File: config.mk
export PLATFORM = sky130hd
export DESIGN_NAME = mc_control_fsm
export DESIGN_NICKNAME = d
export VERILOG_FILES = /design/src/rtl/mc_ctrl_pkg.sv /design/src/rtl/mc_alu_decoder.sv /design/src/rtl/mc_control_fsm.sv
export SDC_FILE = /design/constraint.sdc
export NUM_CORES = 1
export LEC_CHECK = 0
export ABC_AREA = 1
export CAP_MARGIN = 20
export CORE_MARGIN = 5
export CORE_UTILIZATION = 40
export DETAILED_ROUTE_END_ITERATION = 10
export GPL_TIMING_DRIVEN = 0
export MAX_ROUTING_LAYER = met4
export PLACE_DENSITY = 0.83
export SLEW_MARGIN = 5
export SYNTH_ARGS = -nofsm -noshare
export SYNTH_HDL_FRONTEND = slang
export SYNTH_SLANG_ARGS = --single-unit
export TNS_END_PERCENT = 50
File: constraint.sdc
create_clock -name clk -period 2.5 [get_ports clk]
set_input_delay 0.75 -clock clk [delete_from_list [all_inputs] [get_ports clk]]
set_output_delay 0.75 -clock clk [all_outputs]
set_load 0.005 [all_outputs]
File: src/rtl/mc_ctrl_pkg.sv
// Shared encodings for the multicycle MIPS control unit: FSM states, opcode/funct
// constants, ALU control codes and the datapath control bundle.
package mc_ctrl_pkg;

  localparam int unsigned OP_W      = 6;
  localparam int unsigned FUNCT_W   = 6;
  localparam int unsigned ALUCTRL_W = 3;
  localparam int unsigned STATE_W   = 4;

  typedef enum logic [STATE_W-1:0] {
    S_IDLE    = 4'd0,
    S_FETCH   = 4'd1,
    S_DECODE  = 4'd2,
    S_MEMADR  = 4'd3,
    S_MEMRD   = 4'd4,
    S_MEMWB   = 4'd5,
    S_MEMWR   = 4'd6,
    S_EXECUTE = 4'd7,
    S_ALUWB   = 4'd8,
    S_BRANCH  = 4'd9,
    S_ADDIEX  = 4'd10,
    S_ADDIWB  = 4'd11,
    S_JUMP    = 4'd12,
    S_ORIEX   = 4'd13
  } state_e;

  localparam logic [OP_W-1:0] OP_RTYPE = 6'b000000;
  localparam logic [OP_W-1:0] OP_LW    = 6'b100011;
  localparam logic [OP_W-1:0] OP_SW    = 6'b101011;
  localparam logic [OP_W-1:0] OP_BEQ   = 6'b000100;
  localparam logic [OP_W-1:0] OP_ADDI  = 6'b001000;
  localparam logic [OP_W-1:0] OP_J     = 6'b000010;
  localparam logic [OP_W-1:0] OP_ORI   = 6'b001101;

  localparam logic [FUNCT_W-1:0] FN_ADD = 6'b100000;
  localparam logic [FUNCT_W-1:0] FN_SUB = 6'b100010;
  localparam logic [FUNCT_W-1:0] FN_AND = 6'b100100;
  localparam logic [FUNCT_W-1:0] FN_OR  = 6'b100101;
  localparam logic [FUNCT_W-1:0] FN_SLT = 6'b101010;

  localparam logic [ALUCTRL_W-1:0] ALU_AND = 3'b000;
  localparam logic [ALUCTRL_W-1:0] ALU_OR  = 3'b001;
  localparam logic [ALUCTRL_W-1:0] ALU_ADD = 3'b010;
  localparam logic [ALUCTRL_W-1:0] ALU_SUB = 3'b110;
  localparam logic [ALUCTRL_W-1:0] ALU_SLT = 3'b111;

  localparam logic [1:0] SRCB_REG   = 2'b00;
  localparam logic [1:0] SRCB_FOUR  = 2'b01;
  localparam logic [1:0] SRCB_IMM   = 2'b10;
  localparam logic [1:0] SRCB_IMMSH = 2'b11;

  localparam logic [1:0] PCSRC_ALU    = 2'b00;
  localparam logic [1:0] PCSRC_ALUOUT = 2'b01;
  localparam logic [1:0] PCSRC_JUMP   = 2'b10;

  typedef struct packed {
    logic                 iord;
    logic                 memwrite;
    logic                 irwrite;
    logic                 regdst;
    logic                 memtoreg;
    logic                 regwrite;
    logic                 alusrca;
    logic [1:0]           alusrcb;
    logic [1:0]           pcsrc;
    logic                 pcen;
    logic [ALUCTRL_W-1:0] alucontrol;
    logic                 illegal_op;
  } ctrl_t;

endpackage

File: src/rtl/mc_alu_decoder.sv
// R-type funct to ALU control decoder; o_valid flags a supported funct.
module mc_alu_decoder
  import mc_ctrl_pkg::*;
(
  input  logic [FUNCT_W-1:0]   i_funct,
  output logic [ALUCTRL_W-1:0] o_alucontrol,
  output logic                 o_valid
);

  always_comb begin
    o_alucontrol = ALU_AND;
    o_valid      = 1'b1;
    case (i_funct)
      FN_ADD:  o_alucontrol = ALU_ADD;
      FN_SUB:  o_alucontrol = ALU_SUB;
      FN_AND:  o_alucontrol = ALU_AND;
      FN_OR:   o_alucontrol = ALU_OR;
      FN_SLT:  o_alucontrol = ALU_SLT;
      default: o_valid      = 1'b0;
    endcase
  end

endmodule

File: src/rtl/mc_control_fsm.sv
// Multicycle MIPS control FSM driving ALU control, mux selects and write enables.
// Define MC_CTRL_ORI_EN to decode ori (ORIEX state plus zeroext output).
module mc_control_fsm
  import mc_ctrl_pkg::*;
(
  input  logic                 clk,
  input  logic                 reset,
  input  logic [OP_W-1:0]      op,
  input  logic [FUNCT_W-1:0]   funct,
  input  logic                 zero,
  input  logic                 mem_ready,
  output logic                 iord,
  output logic                 memwrite,
  output logic                 irwrite,
  output logic                 regdst,
  output logic                 memtoreg,
  output logic                 regwrite,
  output logic                 alusrca,
  output logic [1:0]           alusrcb,
  output logic [1:0]           pcsrc,
  output logic                 pcen,
  output logic [ALUCTRL_W-1:0] alucontrol,
`ifdef MC_CTRL_ORI_EN
  output logic                 zeroext,
`endif
  output logic                 illegal_op
);

  state_e               r_state;
  state_e               w_next_state;
  state_e               w_decode_state;
  logic                 w_op_known;
  logic [ALUCTRL_W-1:0] w_funct_alu;
  logic                 w_funct_valid;
  ctrl_t                w_ctrl;
`ifdef MC_CTRL_ORI_EN
  logic                 w_zeroext;
`endif

  mc_alu_decoder u_alu_decoder (
    .i_funct      (funct),
    .o_alucontrol (w_funct_alu),
    .o_valid      (w_funct_valid)
  );

  // Opcode to first post-decode state; FETCH means undecodable.
  always_comb begin
    w_decode_state = S_FETCH;
    case (op)
      OP_LW, OP_SW: w_decode_state = S_MEMADR;
      OP_RTYPE:     w_decode_state = S_EXECUTE;
      OP_BEQ:       w_decode_state = S_BRANCH;
      OP_ADDI:      w_decode_state = S_ADDIEX;
      OP_J:         w_decode_state = S_JUMP;
`ifdef MC_CTRL_ORI_EN
      OP_ORI:       w_decode_state = S_ORIEX;
`endif
      default:      w_decode_state = S_FETCH;
    endcase
  end

  assign w_op_known = (w_decode_state != S_FETCH);

  always_ff @(posedge clk or negedge reset) begin
    if (!reset) r_state <= S_IDLE;
    else        r_state <= w_next_state;
  end

  always_comb begin
    w_next_state = S_FETCH;
    case (r_state)
      S_IDLE:    w_next_state = S_FETCH;
      S_FETCH:   w_next_state = mem_ready ? S_DECODE : S_FETCH;
      S_DECODE:  w_next_state = w_decode_state;
      S_MEMADR:  w_next_state = (op == OP_SW) ? S_MEMWR : S_MEMRD;
      S_MEMRD:   w_next_state = mem_ready ? S_MEMWB : S_MEMRD;
      S_MEMWR:   w_next_state = mem_ready ? S_FETCH : S_MEMWR;
      S_EXECUTE: w_next_state = w_funct_valid ? S_ALUWB : S_FETCH;
      S_ADDIEX:  w_next_state = S_ADDIWB;
`ifdef MC_CTRL_ORI_EN
      S_ORIEX:   w_next_state = S_ADDIWB;
`endif
      default:   w_next_state = S_FETCH;
    endcase
  end

  // Outputs from state; only FETCH/BRANCH enables and illegal pulses look at inputs.
  always_comb begin
    w_ctrl = '0;
`ifdef MC_CTRL_ORI_EN
    w_zeroext = 1'b0;
`endif
    case (r_state)
      S_FETCH: begin
        w_ctrl.alusrcb    = SRCB_FOUR;
        w_ctrl.alucontrol = ALU_ADD;
        w_ctrl.pcsrc      = PCSRC_ALU;
        w_ctrl.irwrite    = mem_ready;
        w_ctrl.pcen       = mem_ready;
      end
      S_DECODE: begin
        w_ctrl.alusrcb    = SRCB_IMMSH;
        w_ctrl.alucontrol = ALU_ADD;
        w_ctrl.illegal_op = ~w_op_known;
      end
      S_MEMADR, S_ADDIEX: begin
        w_ctrl.alusrca    = 1'b1;
        w_ctrl.alusrcb    = SRCB_IMM;
        w_ctrl.alucontrol = ALU_ADD;
      end
      S_MEMRD: w_ctrl.iord = 1'b1;
      S_MEMWB: begin
        w_ctrl.memtoreg = 1'b1;
        w_ctrl.regwrite = 1'b1;
      end
      S_MEMWR: begin
        w_ctrl.iord     = 1'b1;
        w_ctrl.memwrite = 1'b1;
      end
      S_EXECUTE: begin
        w_ctrl.alusrca    = 1'b1;
        w_ctrl.alusrcb    = SRCB_REG;
        w_ctrl.alucontrol = w_funct_alu;
        w_ctrl.illegal_op = ~w_funct_valid;
      end
      S_ALUWB: begin
        w_ctrl.regdst   = 1'b1;
        w_ctrl.regwrite = 1'b1;
      end
      S_BRANCH: begin
        w_ctrl.alusrca    = 1'b1;
        w_ctrl.alusrcb    = SRCB_REG;
        w_ctrl.alucontrol = ALU_SUB;
        w_ctrl.pcsrc      = PCSRC_ALUOUT;
        w_ctrl.pcen       = zero;
      end
      S_ADDIWB: w_ctrl.regwrite = 1'b1;
      S_JUMP: begin
        w_ctrl.pcsrc = PCSRC_JUMP;
        w_ctrl.pcen  = 1'b1;
      end
`ifdef MC_CTRL_ORI_EN
      S_ORIEX: begin
        w_ctrl.alusrca    = 1'b1;
        w_ctrl.alusrcb    = SRCB_IMM;
        w_ctrl.alucontrol = ALU_OR;
        w_zeroext         = 1'b1;
      end
`endif
      default: w_ctrl = '0;
    endcase
  end

  assign iord       = w_ctrl.iord;
  assign memwrite   = w_ctrl.memwrite;
  assign irwrite    = w_ctrl.irwrite;
  assign regdst     = w_ctrl.regdst;
  assign memtoreg   = w_ctrl.memtoreg;
  assign regwrite   = w_ctrl.regwrite;
  assign alusrca    = w_ctrl.alusrca;
  assign alusrcb    = w_ctrl.alusrcb;
  assign pcsrc      = w_ctrl.pcsrc;
  assign pcen       = w_ctrl.pcen;
  assign alucontrol = w_ctrl.alucontrol;
  assign illegal_op = w_ctrl.illegal_op;
`ifdef MC_CTRL_ORI_EN
  assign zeroext    = w_zeroext;
`endif

endmodule

==> metrics.md <==
| Metric | Value |
|---|---|
| Cell Rows | `13` |
| Setup CP Type | `input pin to register` |
| Critical Path RT | `2.66 ns` |
| Pleak | `0.660 nW` |
| Post-route minimum period | `2.59 ns` |
| Filler Cell Count | `42` |
| Register area share after synthesis | `0.174` |
| Top cell by count, worst path | `buf_4` |
| Critical-path top delay cell | `dlygate4sd2_1` |
| Wire length of the first global-routing pass | `5.05 mm` |
| Clk_skew | `0.00410 ns` |
| Detailed Routing Iterations Pass 1 | `7` |
| Total Power | `836 uW` |
| Synth cell types | `17` |
| Starting Density | `0.432` |
| Cell Area, Placed | `between 900 and 1000 um2` |
| Hold-fix buffers, CTS | `0` |
| Max Fclk | `385 MHz` |
| Peak VDD IR | `326 uV` |
| CTS Root Cell | `clkbuf_4` |
| Critical path capture point type | `register` |
| DIE AREA | `between 2000 and 2500 um2` |
| RePlAce Congestion | `between 0.8 and 0.9` |
| Failing checks | `negative setup slack` |
| GRT Overall Usage | `0.321` |
| Register Area | `103 um2` |
| Status | `complete, but fails checks` |
| Commonest non-fill, non-tap cells in the layout | `buf_4 (26), nand2_1 (19), nand3_1 (16), nor2_1 (12), clkdlybuf4s50_1 (12)` |
| Yosys reg bits | `4` |
| Crit-path max cell delay | `0.29 ns` |
| HP Class | `input pin to async pin` |
| Starting DRT DRC Count | `137` |
| Routed vias/inst | `between 6 and 7` |
| CTS tree | `built` |
| Commonest non-fill, non-tap cell in the layout | `buf_4` |
| H-tree levels | `1` |
| IO Pins | `32` |
| Critical-path cell list | `dlygate4sd2_1 -> inv_2 -> nand2_2 -> nand3_4 -> nand3_4 -> buf_4 -> buf_4 -> buf_4 -> buf_4 -> buf_4 -> buf_4 -> buf_4 -> buf_4 -> buf_4 -> buf_4 -> nand3_1` |
| Layout Area Growth over Synthesis | `120%` |
| Synth Warn # | `0` |
| Clock Latency Late Sink | `between 0.2 and 0.25 ns` |
| Initial antenna violation count | `0` |
| WP buf/inv | `12` |
| Final setup TNS | `-0.209 ns` |
| Vias in the first global route | `between 1000 and 1500` |
| Via Count | `around 1300` |
| Syn nets | `129` |
| Drc violations | `0` |
| Crit path max-delay family | `buffers and inverters` |
| Non-filler cells, final | `about 190` |
| Max-Cap Viols | `0` |
| Core area | `1330 um2` |
| Worst-path clk slew | `roughly 0.04 ns` |
| Ant diodes | `0` |
| PnR worst setup slack | `-0.0942 ns` |
| GRT overflow | `0` |
| Post-Syn Area | `576 um2` |
| Mapped Avg Cell Area | `5.09 um2` |
| Worst slew pin tran | `between 0.4 and 0.5 ns` |
| CTS sink cnt | `4` |
| Worst Path Max Fanout | `3` |
| Unrepaired setup endpoints after global routing | `yes` |
| WL per Instance | `22.4 um` |
| Post-Syn Instances | `113` |
| Slew HR | `0.682` |
| Multi-input logic area | `~550 um2` |
| Period utilization | `1.04` |
| Cts bufs inserted | `3` |
| Top reg by flops | `r_state` |
| Design Area, Final | `~1300 um2` |
| Die height | `between 40 and 50 um` |
| # setup viols final | `5` |
| Post-DRT Antenna Nets | `0` |
| Detailed Place HPWL | `1.59 mm` |
| Largest net degree at the start of global routing | `7` |
| Slew Viols, Final | `0` |
| Number of flip-flops under the largest register name | `4` |
| WP data arrival | `approximately 2.8 ns` |
| Placed Instances | `roughly 160` |
| Power per cell area | `660 nW/um2` |
| Final hold vios | `0` |
| # nets final | `roughly 200` |
| Pre-CTS WS | `-0.636 ns` |
| Layout cells sized above 1 | `0.480` |
| Final WL | `4.30 mm` |
| Critical Path Start Type | `input pin` |
| Number of port buffers | `31` |
| Top Registers | `r_state (4)` |
| Die Wd | `roughly 48 um` |
| CTS max path bufs | `2` |
where the power goes:
part | total [mW] | internal (mW) | switching, mW | leakage, nW
Clock | 0.0820 | 0.0538 | 0.0282 | 0.0138
Sequential | 0.136 | 0.0911 | 0.0446 | 0.0485
Combinational | 0.618 | 0.252 | 0.366 | 0.598
Total | 0.836 | 0.397 | 0.439 | 0.660
what timing repair did:
action | in CTS | in global routing
gates resized for setup | 46 | 46
pin swaps | 9 | 9
gates cloned | 0 | 0
endpoints found under the setup margin | 7 | 10
buffers inserted | 26 | 4
per-layer routing:
metal / track usage / routed length (um) / vias to the layer above
li1: - / - / 499
met1: 0.348 / 1380 / 548
met2: 0.567 / 1820 / 178
met3: 0.0564 / 675 / 65
met4: 0.129 / 428 / 0
met5: - / 0 / -
metrics by stage:
stage,hold WS [ns],util
3_3_place_gp,0.706,0.678
4_1_cts,0.709,0.878
6_report,0.721,0.949
5_1_grt,0.729,0.949
2_1_floorplan,0.454,-
3_5_place_dp,0.713,0.678
Yosys cell counts:
master     count  area, um2
dfrtp_1        4        100
o2111ai_1      1       8.76
inv_1         14       52.6
nor2_2         4       25.0
nand3_1       21        105
nand2_2        2       12.5
nor2_1        24       90.1
o22ai_1        1       6.26
inv_2          5       18.8
a21oi_1        1       5.00
nor3_1         1       5.00
nand2_1       27        101
nand4_1        3       18.8
o21ai_0        2       10.0
o211ai_1       1       7.51
clkinv_1       1       3.75
o21ai_1        1       5.00
layout make-up:
cell class,instances,share of cell area
clock buffers,3,0.0178
inverters,20,0.0613
multi-input cells,89,0.434
flip-flops and latches,4,0.0810
well taps,15,0.0148
repair buffers,61,0.391
path summary, 6_finish.rpt:
| check | startpoint | endpoint | slack, ns | cells past startpoint |
|---|---|---|---|---|
| hold reg to reg | r_state[1] | r_state[2] | 0.79 | 2 |
| hold / removal | reset | r_state[3] | 0.72 | 1 |
| setup reg to reg | r_state[0] | r_state[0] | -0.01 | 16 |
| setup / recovery | funct[1] | r_state[0] | -0.09 | 16 |
| max in group asynchronous | reset | r_state[2] | 1.59 | 1 |
| min in group clk | r_state[1] | r_state[2] | 0.79 | 2 |
kinds of logic (layout without fill, tap and decap cells):
group | after synthesis | in the layout | synth area share
AO/OA/AOI/OAI | 7 | 7 | 0.0739
buffers and inverters | 20 | 84 | 0.130
flip-flops | 4 | 4 | 0.174
AND/OR/NAND/NOR | 82 | 82 | 0.622
Note: power is estimated with default switching activity, not from simulation.
==> RTL edit 1, RTL diff (config.mk and constraints unchanged) <==
Build with the macro `MC_CTRL_ORI_EN` defined.
--- a/src/rtl/mc_control_fsm.sv
+++ b/src/rtl/mc_control_fsm.sv
@@ -2,2 +2,4 @@
 // Define MC_CTRL_ORI_EN to decode ori (ORIEX state plus zeroext output).
+`define MC_CTRL_ORI_EN
+
 module mc_control_fsm
Behaviour (old outputs only; new: zeroext): not the same (a bounded check fails within 4 cycles, from zero or initial values and one cycle with reset low).
==> RTL edit 1 against the original RTL <==
  * Design area shrank 17%
  * Count of clock-buffer cells in the layout unchanged
  * Sequential cell count stayed put
  * Synthesized area is 1.3% higher
  * Total power decreased by 22%
  * Routed wire length decreased by 48%
  * Clock power is 3.3% lower
  * Worst setup slack improved by 0.14 ns
  * Largest cell class unchanged
==> RTL edit 1: results (changes against the original RTL) <==
CTS
  – Max clock buf depth: 2 (unchanged)
  – Worst-Skew Late Latency: 0.24 ns (about the same)
  – Total CTS buffers: 3 (unchanged)
  – H-Tree Depth: 1 (unchanged)
  – Clk slew on worst S/H paths: 0.04 ns (about the same)
  – Root buffer cell: clkbuf_4 (unchanged)

Detailed routing
  – Routed vias/inst: 5.33 (was 6.72)
  – Drt pass-1 iters: 4 (was 7)
  – DRT iter0 DRCs: 23 (was 137)
  – WL final: 2250 µm (was 4300 µm)

Place
  – Placed Instances: 162 (was 159)
  – Pre-CTS setup slack: -0.601 ns (was -0.636 ns)
  – IO Port Bufs: 32 (was 31)
  – Routability cong.: 0.920 (was 0.884)
  – Cell Area, Placed: 922 µm² (was 905 µm²)
  – Hpwl dp: 1670 µm (was 1590 µm)

Pwr
  – VDD IR max: 504 µV (was 326 µV)
  – Sw Pwr: 0.000313 W (was 0.000439 W)
  – Leak Pwr: 0.536 nW (was 0.660 nW)

Global routing
  – Global-route wire length before repair: 3470 µm (was 5050 µm)
  – Antenna violations before repair: 0 (unchanged)
  – Tot GR Track Use: 22.2% (was 32.1%)
  – Largest net degree at the start of global routing: 7 (unchanged)
  – Vias in the first global route: 820 (was 1104)

Setup path
  – Length in cells of the worst reg-to-reg path: 7 (was 16)
  – RR Startpoint: r_state[1] (was r_state[0])
  – Crit Path Max Fanout: 2 (was 3)
  – Worst path max stage delay: 0.26 ns (was 0.29 ns)
  – FF-to-FF setup slack: 1.23 ns (was -0.01 ns)
  – CP arrival: 1.71 ns (was 2.75 ns)
  – Crit path launch: funct[0] (was funct[1])
  – Slowest stage cell on the critical path: dlygate4sd2_1 (unchanged)
  – End point of the critical path: alucontrol[2] (was r_state[0])
  – Top delay family on crit path: buffers and inverters (unchanged)
  – R2r endpoint: r_state[0] (unchanged)

STA
  – Min Clock Period, post-route: 2.46 ns (was 2.59 ns)
  – Post-Route Skew: 0.00432 ns (was 0.00410 ns)
  – Slew HR: 86.9% (was 68.2%)
  – WHS: 0.718 ns (was 0.721 ns)

Logic synthesis
  – Async SR Flop Fraction: 100% (unchanged)
  – Cell variety after synth: 15 (was 17)
  – Most instantiated cells after synthesis: 32 x nor2_1, 30 x nand2_1, 18 x inv_1, 13 x nand3_1 (was 27 x nand2_1, 24 x nor2_1, 21 x nand3_1, 14 x inv_1, 5 x inv_2)
  – Syn Nets: 131 (was 129)
  – Prevailing post-synth register cell: dfrtp_1 (unchanged)
  – Post-synthesis sequential area ratio: 17.2% (was 17.4%)
  – Gate Count Post-Synth: 115 (was 113)
  – Area contributors post-synth: nor2_1 21%, nand2_1 19%, dfrtp_1 17% (was nand3_1 18%, nand2_1 18%, dfrtp_1 17%)
  – Yosys Warn Count: 0 (unchanged)

Outcome
  – Status: complete, no violations (was finished with violations)

Finish
  – Top flop regs: r_state (4) (unchanged)
  – Final Non-Filler Cells: 168 (was 192)
  – Fraction of layout cells with a size suffix above 1: 26.1% (was 48.0%)
  – # diodes: 0 (unchanged)
-- RTL edit 1: power by group through the flow --
stage / combinational [W] / clock, W / sequential [W]
4_1_cts: 0.000417 / 0.0000813 / 0.000106
5_1_grt: 0.000501 / 0.0000869 / 0.000121
3_3_place_gp: 0.000411 / 0 / 0.000105
6_report: 0.000460 / 0.0000793 / 0.000117
3_5_place_dp: 0.000419 / 0 / 0.000106
2_1_floorplan: 0.000207 / 0 / 0.000102
-- RTL edit 1: kinds of logic after synthesis --
kind of cell / count (synthesis) / share of synthesized area [%]
AOI/OAI and AO/OA: 8 / 8.37
buffers and inverters: 18 / 11.6
DFF: 4 / 17.2
and+or+nand+nor: 85 / 62.9
-- RTL edit 1: how the worst min path moves through the flow --
stage          startpoint    endpoint  depth (start not counted)
2_1_floorplan       reset  r_state[0]                          0
6_report            reset  r_state[0]                          1
3_3_place_gp   r_state[2]  r_state[2]                          4
3_5_place_dp   r_state[1]  r_state[3]                          4
5_1_grt             reset  r_state[1]                          1
4_1_cts             reset  r_state[0]                          1
-- RTL edit 1: final cells by class --
class / instances / area [µm²]
clock buffer: 3 / 22.5
tap: 15 / 18.8
timing repair buffer: 35 / 325
multi-input combinational: 93 / 510
sequential: 4 / 103
inverter: 18 / 67.6
fill: 114 / 287
-- RTL edit 1: metal layers --
metal / global-route usage, % / vias up / share of wire [%]
met3: 2.21 / 6 / 9.1
met2: 40.4 / 50 / 55
met4: 9.68 / 0 / 1.0
met5: - / - / 0
met1: 24.0 / 396 / 34
li1: - / 444 / -
-- RTL edit 1: repair_timing --
action                     4_1_cts  5_1_grt
hold endpoints to repair         0        0
resized for setup               42       26
setup buffers                    2        1
setup endpoints to repair        8        7
pin swaps                       11        9
==> RTL edit 2, RTL diff (config.mk and constraints unchanged) <==
Without the edit above. Make the reset (`reset`) synchronous in one clocked block.
--- a/src/rtl/mc_control_fsm.sv
+++ b/src/rtl/mc_control_fsm.sv
@@ -63,3 +63,3 @@
 
-  always_ff @(posedge clk or negedge reset) begin
+  always_ff @(posedge clk) begin
     if (!reset) r_state <= S_IDLE;
Formal check against the unedited RTL: differs if reset is asserted again (counterexample within 4 cycles, from zero or initial values and one cycle with reset low); with reset held inactive, the same outputs for 10 cycles.
==> RTL edit 2 against the original RTL <==
  * Sequential cell count is the same
  * Global-route usage shrank 13 points
  * Routed wire length fell by 53%
  * Synthesized area fell by 1.3%
  * Cell count decreased by 13%
  * Design area down 20%
  * Worst setup slack improved by 0.15 ns
Power is not compared: it rests on default switching activity, and its combinational part moved more than twofold at a synthesized area within 25%.
==> RTL edit 2: results (changes against the original RTL) <==
Outcome
  – Status: complete, no violations (was finished with violations)

Logic synthesis
  – Prevailing post-synth register cell: dfxtp_1 (was dfrtp_1)
  – Syn Nets: 130 (was 129)
  – Synth Area in Compound Gates: 11.0% (was 7.39%)
  – Gate Count Post-Synth: 114 (was 113)
  – Most instantiated cells after synthesis: 34 x nor2_1, 23 x nand2_1, 22 x inv_1, 8 x nand3_1, 6 x nand4_1 (was 27 x nand2_1, 24 x nor2_1, 21 x nand3_1, 14 x inv_1, 5 x inv_2)
  – Cell variety after synth: 15 (was 17)
  – Post-synthesis sequential area ratio: 14.1% (was 17.4%)
  – Async SR Flop Fraction: 0% (was 100%)
  – Post-Synth XOR/XNOR Area: 0% (unchanged)
  – Area contributors post-synth: nor2_1 22%, nand2_1 15%, inv_1 15% (was nand3_1 18%, nand2_1 18%, dfrtp_1 17%)

Setup path
  – Crit Path Max Fanout: 4 (was 3)
  – Worst path max stage delay: 0.50 ns (was 0.29 ns)
  – CP arrival: 1.70 ns (was 2.75 ns)
  – RR Startpoint: r_state[2] (was r_state[0])
  – Slowest stage cell on the critical path: clkdlybuf4s50_1 (was dlygate4sd2_1)
  – Crit path launch: mem_ready (was funct[1])

Global routing
  – GRT met2 Usage: 35.9% (was 56.7%)
  – Tot GR Track Use: 18.7% (was 32.1%)
  – Global-route wire length before repair: 2940 µm (was 5050 µm)
  – M3 GR Usage: 3.38% (was 5.64%)
  – Met1 Use GR: 18.4% (was 34.8%)
  – Vias in the first global route: 763 (was 1104)

Detailed routing
  – Via count: 871 (was 1290)
  – DRT iter0 DRCs: 27 (was 137)
  – Routed vias/inst: 5.18 (was 6.72)
  – Drt pass-1 iters: 4 (was 7)
  – Routed WL per cell: 12.1 µm (was 22.4 µm)

STA
  – Post-Route Skew: 0.00274 ns (was 0.00410 ns)
  – Slew HR: 81.6% (was 68.2%)
  – Final setup viols: 0 (was 5)

Finish
  – Fraction of layout cells with a size suffix above 1: 24.2% (was 48.0%)

Pwr
  – Leak Pwr: roughly 0.53 nW

CTS
  – Root buffer cell: clkbuf_4 (unchanged)

Place
  – IO Port Bufs: 31 (unchanged)
  – Cell Area, Placed: 897 µm² (was 905 µm²)
  – Pre-CTS setup slack: -0.626 ns (was -0.636 ns)
  – Hpwl dp: 1500 µm (was 1590 µm)
  – Routability cong.: 0.808 (was 0.884)
  – Placed Instances: 160 (was 159)

Hold path
  – Min-Delay Path Class: register to register (was input port to async pin)
[RTL edit 2: changes by cell type in the layout (fill, tap and decap cells not counted), moves of 5 or more]
cell           before  now
buf_4              26    3
nand3_1            16    5
nor2_1             12   22
inv_1              11   20
dlygate4sd2_1       6   14
clkbuf_2            7    0
a21oi_1             0    5
inv_2               7    2
nand2_2            10    5
[RTL edit 2: metal layers]
metal	vias up	wire (µm)
met5	-	0
met2	38	1020
met3	9	187
met1	380	768
li1	444	-
met4	0	55
[RTL edit 2: path summary, 6_finish.rpt]
path / to / slack [ns] / depth (start not counted)
setup reg to reg: r_state[0] / 1.22 / 9
setup / recovery: irwrite / 0.05 / 4
hold reg to reg: r_state[3] / 0.69 / 4
hold / removal: r_state[3] / 0.69 / 4
[RTL edit 2: power by group through the flow]
stage	Sequential, W	Clock [W]	Combinational, W
2_1_floorplan	0.0000750	0	0.0000664
3_3_place_gp	0.0000762	0	0.000134
3_5_place_dp	0.0000764	0	0.000136
4_1_cts	0.0000754	0.0000795	0.000132
5_1_grt	0.0000776	0.0000862	0.000158
6_report	0.0000771	0.0000781	0.000144
[RTL edit 2: worst max-delay path, delay by kind of cell]
kind / cells / cell delay (ns)
buf+inv: 3 / 0.86
simple gates: 1 / 0.09
[RTL edit 2: timing repair]
item                       4_1_cts  5_1_grt
resized for setup               40       18
buffers inserted                 5        0
setup endpoints to repair        6        5
pin swaps                       12        2
[RTL edit 2: layout make-up]
class / instances / area, µm²
Clock buffer: 3 / 22.5
Fill cell: 109 / 304
Inverter: 22 / 82.6
Multi-Input combinational cell: 88 / 485
Sequential cell: 4 / 81.3
Tap cell: 15 / 18.8
Timing Repair Buffer: 36 / 323
